<file path="config.mk">
export PLATFORM = sky130hd
export DESIGN_NAME = alu_arbiter_flat
export DESIGN_NICKNAME = d
export VERILOG_FILES = /design/src/rtl/alu_pkg.sv /design/src/rtl/alu_arbiter_if.sv /design/src/rtl/alu.sv /design/src/rtl/rr_arbiter.sv /design/src/rtl/alu_arbiter.sv /design/src/flat_wrapper.sv
export SDC_FILE = /design/constraint.sdc
export NUM_CORES = 1
export LEC_CHECK = 0
export CAP_MARGIN = 20
export CORE_UTILIZATION = 45
export DETAILED_ROUTE_END_ITERATION = 8
export PLACE_DENSITY = 0.86
export SETUP_SLACK_MARGIN = 0.4
export SLEW_MARGIN = 20
export SYNTH_ARGS = -nofsm -noshare
export SYNTH_HDL_FRONTEND = slang
export SYNTH_SLANG_ARGS = --single-unit
</file>
<file path="constraint.sdc">
create_clock -name clk -period 7.87 [get_ports clk]
set_input_delay 1.574 -clock clk [delete_from_list [all_inputs] [get_ports clk]]
set_output_delay 1.574 -clock clk [all_outputs]
set_load 0.005 [all_outputs]
</file>
<file path="src/rtl/alu_pkg.sv">
// Shared definitions for the ALU arbiter slice: operand width, ALU opcodes
// and the arbiter state encoding.
package alu_pkg;

  localparam int DW = 8;

  localparam logic [2:0] ALU_ADD  = 3'd0;
  localparam logic [2:0] ALU_SUB  = 3'd1;
  localparam logic [2:0] ALU_AND  = 3'd2;
  localparam logic [2:0] ALU_OR   = 3'd3;
  localparam logic [2:0] ALU_XOR  = 3'd4;
  localparam logic [2:0] ALU_NOTA = 3'd5;
  localparam logic [2:0] ALU_SHL  = 3'd6;
  localparam logic [2:0] ALU_SHR  = 3'd7;

  localparam logic [1:0] ST_IDLE = 2'd0;
  localparam logic [1:0] ST_EXEC = 2'd1;
  localparam logic [1:0] ST_RESP = 2'd2;

endpackage

</file>
<file path="src/rtl/alu_arbiter_if.sv">
// Request/response bus between the clients and the ALU arbiter.
// Requester i occupies slice i of each packed request field.
interface alu_arbiter_if
  import alu_pkg::*;
#(
  parameter int NREQ = 4,
  parameter int IDW  = 2
);

  logic [NREQ-1:0]    req_valid;
  logic [NREQ-1:0]    req_ready;
  logic [3*NREQ-1:0]  req_opcode;
  logic [DW*NREQ-1:0] req_a;
  logic [DW*NREQ-1:0] req_b;
  logic               rsp_valid;
  logic               rsp_ready;
  logic [IDW-1:0]     rsp_id;
  logic [DW-1:0]      rsp_data;

  modport master (
    output req_valid, req_opcode, req_a, req_b, rsp_ready,
    input  req_ready, rsp_valid, rsp_id, rsp_data
  );

  modport slave (
    input  req_valid, req_opcode, req_a, req_b, rsp_ready,
    output req_ready, rsp_valid, rsp_id, rsp_data
  );

endinterface

</file>
<file path="src/rtl/alu.sv">
// Shared combinational 8-bit ALU. Shift amounts use the low three bits of b.
module alu
  import alu_pkg::*;
(
  input  logic [2:0]    opcode,
  input  logic [DW-1:0] a,
  input  logic [DW-1:0] b,
  output logic [DW-1:0] result
);

  always_comb begin
    result = '0;
    case (opcode)
      ALU_ADD:  result = a + b;
      ALU_SUB:  result = a - b;
      ALU_AND:  result = a & b;
      ALU_OR:   result = a | b;
      ALU_XOR:  result = a ^ b;
      ALU_NOTA: result = ~a;
      ALU_SHL:  result = a << b[2:0];
      ALU_SHR:  result = a >> b[2:0];
      default:  result = '0;
    endcase
  end

endmodule

</file>
<file path="src/rtl/rr_arbiter.sv">
// Combinational round-robin picker: the first requester at or above i_ptr,
// wrapping modulo NREQ, wins.
module rr_arbiter #(
  parameter int NREQ = 4,
  parameter int IDW  = 2
) (
  input  logic [NREQ-1:0] i_req,
  input  logic [IDW-1:0]  i_ptr,
  output logic [NREQ-1:0] o_grant,
  output logic [IDW-1:0]  o_grant_idx,
  output logic            o_any
);

  logic [IDW-1:0] w_rot_idx [NREQ];

  // w_rot_idx[k] is the requester index sitting k places after the pointer.
  for (genvar gi = 0; gi < NREQ; gi++) begin : g_rot
    logic [IDW:0] w_sum;
    assign w_sum = {1'b0, i_ptr} + (IDW+1)'(gi);
    assign w_rot_idx[gi] = (w_sum >= (IDW+1)'(NREQ)) ?
                           IDW'(w_sum - (IDW+1)'(NREQ)) : w_sum[IDW-1:0];
  end

  assign o_any = |i_req;

  // Scan from the farthest position down so the nearest request wins.
  always_comb begin
    o_grant     = '0;
    o_grant_idx = '0;
    for (int k = NREQ - 1; k >= 0; k--) begin
      if (i_req[w_rot_idx[k]]) begin
        o_grant                = '0;
        o_grant[w_rot_idx[k]]  = 1'b1;
        o_grant_idx            = w_rot_idx[k];
      end
    end
  end

endmodule

</file>
<file path="src/rtl/alu_arbiter.sv">
// Time-shares one combinational ALU between NREQ requesters: grant, register
// operands, execute, then hold the tagged result until the consumer takes it.
module alu_arbiter
  import alu_pkg::*;
#(
  parameter int NREQ = 4,
  parameter int IDW  = 2
) (
  input  logic          clk,
  input  logic          rst_n,
  alu_arbiter_if.slave  bus,
  output logic          busy,
  output logic [15:0]   op_count
);

  logic [1:0]      r_state;
  logic [IDW-1:0]  r_rr_ptr;
  logic [IDW-1:0]  r_id;
  logic [2:0]      r_opcode;
  logic [DW-1:0]   r_a;
  logic [DW-1:0]   r_b;
  logic            r_rsp_valid;
  logic [IDW-1:0]  r_rsp_id;
  logic [DW-1:0]   r_rsp_data;
  logic [15:0]     r_op_count;

  logic [NREQ-1:0] w_grant;
  logic [IDW-1:0]  w_grant_idx;
  logic            w_any;
  logic            w_idle;
  logic            w_accept;
  logic [IDW-1:0]  w_next_ptr;
  logic [2:0]      w_sel_opcode;
  logic [DW-1:0]   w_sel_a;
  logic [DW-1:0]   w_sel_b;
  logic [DW-1:0]   w_alu_result;

  logic [2:0]      w_opc [NREQ];
  logic [DW-1:0]   w_a   [NREQ];
  logic [DW-1:0]   w_b   [NREQ];

  for (genvar gi = 0; gi < NREQ; gi++) begin : g_unpack
    assign w_opc[gi] = bus.req_opcode[3*gi +: 3];
    assign w_a[gi]   = bus.req_a[DW*gi +: DW];
    assign w_b[gi]   = bus.req_b[DW*gi +: DW];
  end

  rr_arbiter #(
    .NREQ (NREQ),
    .IDW  (IDW)
  ) u_rr_arbiter (
    .i_req       (bus.req_valid),
    .i_ptr       (r_rr_ptr),
    .o_grant     (w_grant),
    .o_grant_idx (w_grant_idx),
    .o_any       (w_any)
  );

  // One-hot grant makes an OR-style select safe.
  always_comb begin
    w_sel_opcode = '0;
    w_sel_a      = '0;
    w_sel_b      = '0;
    for (int i = 0; i < NREQ; i++) begin
      if (w_grant[i]) begin
        w_sel_opcode = w_opc[i];
        w_sel_a      = w_a[i];
        w_sel_b      = w_b[i];
      end
    end
  end

  // Ready is suppressed while reset is held so nothing looks accepted.
  assign w_idle        = (r_state == ST_IDLE) && rst_n;
  assign w_accept      = w_idle && w_any;
  assign bus.req_ready = w_idle ? w_grant : '0;
  assign w_next_ptr    = (w_grant_idx == IDW'(NREQ - 1)) ? '0 : w_grant_idx + 1'b1;

  alu u_alu (
    .opcode (r_opcode),
    .a      (r_a),
    .b      (r_b),
    .result (w_alu_result)
  );

  always_ff @(posedge clk) begin
    if (!rst_n) begin
      r_state     <= ST_IDLE;
      r_rr_ptr    <= '0;
      r_id        <= '0;
      r_opcode    <= '0;
      r_a         <= '0;
      r_b         <= '0;
      r_rsp_valid <= 1'b0;
      r_rsp_id    <= '0;
      r_rsp_data  <= '0;
      r_op_count  <= '0;
    end else begin
      case (r_state)
        ST_IDLE: begin
          if (w_accept) begin
            r_opcode <= w_sel_opcode;
            r_a      <= w_sel_a;
            r_b      <= w_sel_b;
            r_id     <= w_grant_idx;
            r_rr_ptr <= w_next_ptr;
            r_state  <= ST_EXEC;
          end
        end
        ST_EXEC: begin
          r_rsp_data  <= w_alu_result;
          r_rsp_id    <= r_id;
          r_rsp_valid <= 1'b1;
          r_state     <= ST_RESP;
        end
        ST_RESP: begin
          if (bus.rsp_ready) begin
            r_rsp_valid <= 1'b0;
            r_op_count  <= r_op_count + 16'd1;
            r_state     <= ST_IDLE;
          end
        end
        default: r_state <= ST_IDLE;
      endcase
    end
  end

  assign bus.rsp_valid = r_rsp_valid;
  assign bus.rsp_id    = r_rsp_id;
  assign bus.rsp_data  = r_rsp_data;
  assign busy          = (r_state != ST_IDLE);
  assign op_count      = r_op_count;

endmodule
</file>
<file path="src/flat_wrapper.sv">
// flat-port wrapper written by rule: the top's interface ports become plain ports
module alu_arbiter_flat import alu_pkg::*;
#(
  parameter int NREQ = 4,
  parameter int IDW  = 2
)
  (clk, rst_n, busy, op_count, bus_req_valid, bus_req_opcode, bus_req_a, bus_req_b, bus_rsp_ready, bus_req_ready, bus_rsp_valid, bus_rsp_id, bus_rsp_data);
  alu_arbiter_if #(.NREQ(NREQ), .IDW(IDW)) bus_i ();
  input  logic clk;
  input  logic rst_n;
  output logic busy;
  output logic [15:0] op_count;
  input wire logic [$bits(bus_i.req_valid)-1:0] bus_req_valid;
  input wire logic [$bits(bus_i.req_opcode)-1:0] bus_req_opcode;
  input wire logic [$bits(bus_i.req_a)-1:0] bus_req_a;
  input wire logic [$bits(bus_i.req_b)-1:0] bus_req_b;
  input wire logic [$bits(bus_i.rsp_ready)-1:0] bus_rsp_ready;
  output wire logic [$bits(bus_i.req_ready)-1:0] bus_req_ready;
  output wire logic [$bits(bus_i.rsp_valid)-1:0] bus_rsp_valid;
  output wire logic [$bits(bus_i.rsp_id)-1:0] bus_rsp_id;
  output wire logic [$bits(bus_i.rsp_data)-1:0] bus_rsp_data;
  assign bus_i.req_valid = bus_req_valid;
  assign bus_i.req_opcode = bus_req_opcode;
  assign bus_i.req_a = bus_req_a;
  assign bus_i.req_b = bus_req_b;
  assign bus_i.rsp_ready = bus_rsp_ready;
  assign bus_req_ready = bus_i.req_ready;
  assign bus_rsp_valid = bus_i.rsp_valid;
  assign bus_rsp_id = bus_i.rsp_id;
  assign bus_rsp_data = bus_i.rsp_data;
  alu_arbiter #(.NREQ(NREQ), .IDW(IDW)) u_core (.clk(clk), .rst_n(rst_n), .bus(bus_i), .busy(busy), .op_count(op_count));
endmodule
</file>
==> flow_summary.yaml <==
status:
  status: "complete, no violations"
global_route:
  grt_usage_pct: 23.75
  antenna_found_initial: 0
  grt_pass1_wl_mm: 19.29
  grt_max_degree: 36
  first_global_vias: 4031
  gr-total-overflow: 0
synthesis:
  post_synth_num_cell_types: 61
  synth_flop_cell: "dfxtp_1"
  synth-seq-area-share_pct: 24.02
  netlist_area_um2: 4334
  postSynth.asyncResetShare_pct: 0
  ys_ff_latch: 52
  synth-edff-count: 0
  yosysWarnings: 0
  syn_inst: 518
  syn_nets: 635
  postSynthAreaPerCell_um2: 8.367
min_path:
  holdCritStartpoint: "u_core.r_id[1]$_SDFFE_PN0P_"
  hold_class: "flip-flop to flip-flop"
place:
  dp.cells: 728
  gp_congestion: 0.9286
  hpwl_mm: 9.161
  portBuffers: 114
  post-place-ws_ns: 2.110
sta:
  maxSlewHeadroom_pct: 37.73
  rsz0062_at_grt: "no"
  slew_violations: 0
  min_period_ns: 5.890
  final_hold_viol_count: 0
  skew_ns: 0.008554
  min_period_over_period_pct: 74.84
  setup_tns_ns: 0
  fmax_mhz: 169.8
  layout_setup_ws_ns: 1.980
  setup_viol: 0
  max_slew.worst_pin.slew_ns: 0.9307
finish:
  fin_nets: 723
  final_cells: 736
  final_common_cell: "clkdlybuf4s50_1"
  drive_above_1_share_pct: 7.578
  syn_to_final_growth_pct: 29.27
  final_core_util_pct: 60.35
  fill_cells: 872
  final_cell_mix: "114 x clkdlybuf4s50_1, 52 x dfxtp_1, 46 x o21ai_0"
  n_antenna_cell: 0
pwr:
  switching_share_pct: 48.82
  comb_power_share_pct: 69.0
  power.share.clock_pct: 8.1
  sequentialPowerShare_pct: 23.0
  power-per-cell-area_nw_per_um2: 366.4
  power_switching_uw: 1002
  ir_drop_mv: 0.2868
  p_int_uw: 1051
  leakagePower_uw: 0.002054
cts:
  clkTransAtPathRegs_ns: 0.10
  cts_inserted_buffers: 5
  post_cts_resized: 0
  cts_buffer_depth: 2
  clock_latency_ns: 0.31
  htree_levels: 2
  cts_sinks: 52
  ctsHoldBuffers: 0
  cts_setup_buffers: 0
  cts_tree: "built"
  cts_root_buf: "clkbuf_8"
setup_path:
  cpMostUsedCell: "clkdlybuf4s50_1"
  worstSetupPathType: "primary input to output port"
  rr_startpoint: "u_core.r_rr_ptr[0]$_SDFFE_PN0P_"
  arrival_ns: 4.32
  slowest_stage: "mux4_2"
  critPathLaunchType: "primary input"
  crit_start: "bus_req_valid[1]"
  path_buf_inv: 3
  critPathTopFamily: "buffers and inverters"
  end_kind: "output port"
  cp_cell_sequence: "clkdlybuf4s50_1 -> mux4_2 -> nor3b_1 -> nand2_1 -> o2bb2ai_1 -> nor2_1 -> buf_4 -> clkdlybuf4s50_1"
  cp_max_fo: 20
  slowest_delay_ns: 0.61
  cp.required_ns: 6.30
detailed_routing:
  drt_first_pass_iters: 5
  drtAntennaViolNets: 0
  vias_per_cell: 5.958
  via_count: 4385
  drt_iter0_markers: 311
  drc: 0
  routed_wl_mm: 12.00
  wl_per_cell_um: 16.30
floorplan:
  die_h_um: 100.1
  dieArea_um2: 10030
  die_x_um: 100.1
  core_area_um2: 9284
  initial_core_util_pct: 46.68
  pin_count: 115
  fp-row-count: 35
flow_run:
  max-cap-violations: 0
-- power groups by stage --
stage,clock [uW],sequential [uW],combinational [uW]
after global routing,178,485,1570
after detailed placement,0,474,1390
after CTS,167,467,1400
final,166,471,1420
after global placement,0,470,1340
after floorplan,0,393,1140
-- metal layers --
metal  GRT usage [%]  vias to the layer above  share of wire, %
met3           3.760                       25               6.5
li1                -                     2091                 -
met2           40.57                      201                49
met1           30.96                     2068                43
met4           6.800                        0               1.9
met5               0                        -                 0
-- layout make-up --
class	instances	area, um2	area share, %
Inverter	29	108.9	1.943
Multi-Input combinational cell	398	3010	53.73
Clock buffer	5	68.82	1.228
Sequential cell	52	1041	18.58
Tap cell	129	161.4	2.881
Timing Repair Buffer	120	1186	21.17
Clock inverter	3	26.28	0.4690
-- worst reg2reg max path: cells and delay by family (launching register included) --
kind | cells | cell delay [ns]
flip-flops | 1 | 0.74
buffers and inverters | 1 | 0.24
adder cells (fa/ha/maj) | 1 | 0.47
AND/OR/NAND/NOR | 3 | 1.25
AO/OA/AOI/OAI | 3 | 0.62
multiplexers | 1 | 0.43
-- cells by family after synthesis --
group | share of synthesized area, %
muxes | 10.51
buffers and inverters | 6.697
and+or+nand+nor | 14.72
xor gates and xnor gates | 5.254
DFF | 24.02
AOI/OAI and AO/OA | 28.81
adders and majority gates | 9.989
-- cells in the mapped netlist (3+ instances only) --
library cell	instances	area share, %
a21boi_0	6	1.0
a21o_1	4	0.69
a21oi_1	25	2.9
a221oi_1	13	2.6
a221oi_2	11	3.8
a22oi_1	22	3.8
and2_1	17	2.5
and3_1	3	0.43
and4_1	3	0.61
buf_2	3	0.35
buf_6	4	1.0
clkbuf_1	29	2.5
dfxtp_1	52	24
ha_1	33	9.5
inv_1	27	2.3
mux2i_1	14	3.2
mux4_2	13	6.8
nand2_1	36	3.1
nand2b_1	4	0.58
nand3_1	11	1.3
nand4_1	3	0.43
nor2_1	29	2.5
nor2b_1	8	1.2
nor3_1	3	0.35
o21a_1	3	0.52
o21ai_0	46	5.3
o21ai_1	20	2.3
o22ai_1	9	1.3
o31ai_1	3	0.52
xnor2_1	20	4.0
xor2_1	6	1.2
-- path summary, 6_finish.rpt --
path	cells past startpoint	slack, ns	to
min reg2reg	2	0.47	u_core.bus.rsp_id[1]$_SDFFE_PN0P_
max	8	1.98	bus_req_ready[3]
min	2	0.47	u_core.bus.rsp_id[1]$_SDFFE_PN0P_
max reg2reg	9	4.01	u_core.r_a[6]$_SDFFE_PN0P_
-- registers in the layout, summed over array words and instances (netlist names) --
register and count:
u_core.op_count 16, u_core.bus.rsp_data 8, u_core.r_a 8, u_core.r_b 8
u_core.r_opcode 3, u_core.bus.rsp_id 2, u_core.r_id 2, u_core.r_rr_ptr 2
u_core.r_state 2, u_core.bus.rsp_valid 1
-- metrics by stage --
stage / hold WS, ns / power [uW] / area [um2]
2_1_floorplan: 0.4362 / 1535 / 4334
3_3_place_gp: 0.4460 / 1811 / 5500
3_5_place_dp: 0.4606 / 1865 / 5503
4_1_cts: 0.4748 / 2032 / 5598
5_1_grt: 0.4967 / 2235 / 5603
6_report: 0.4660 / 2053 / 5603
Note: power is estimated with default switching activity, not from simulation.
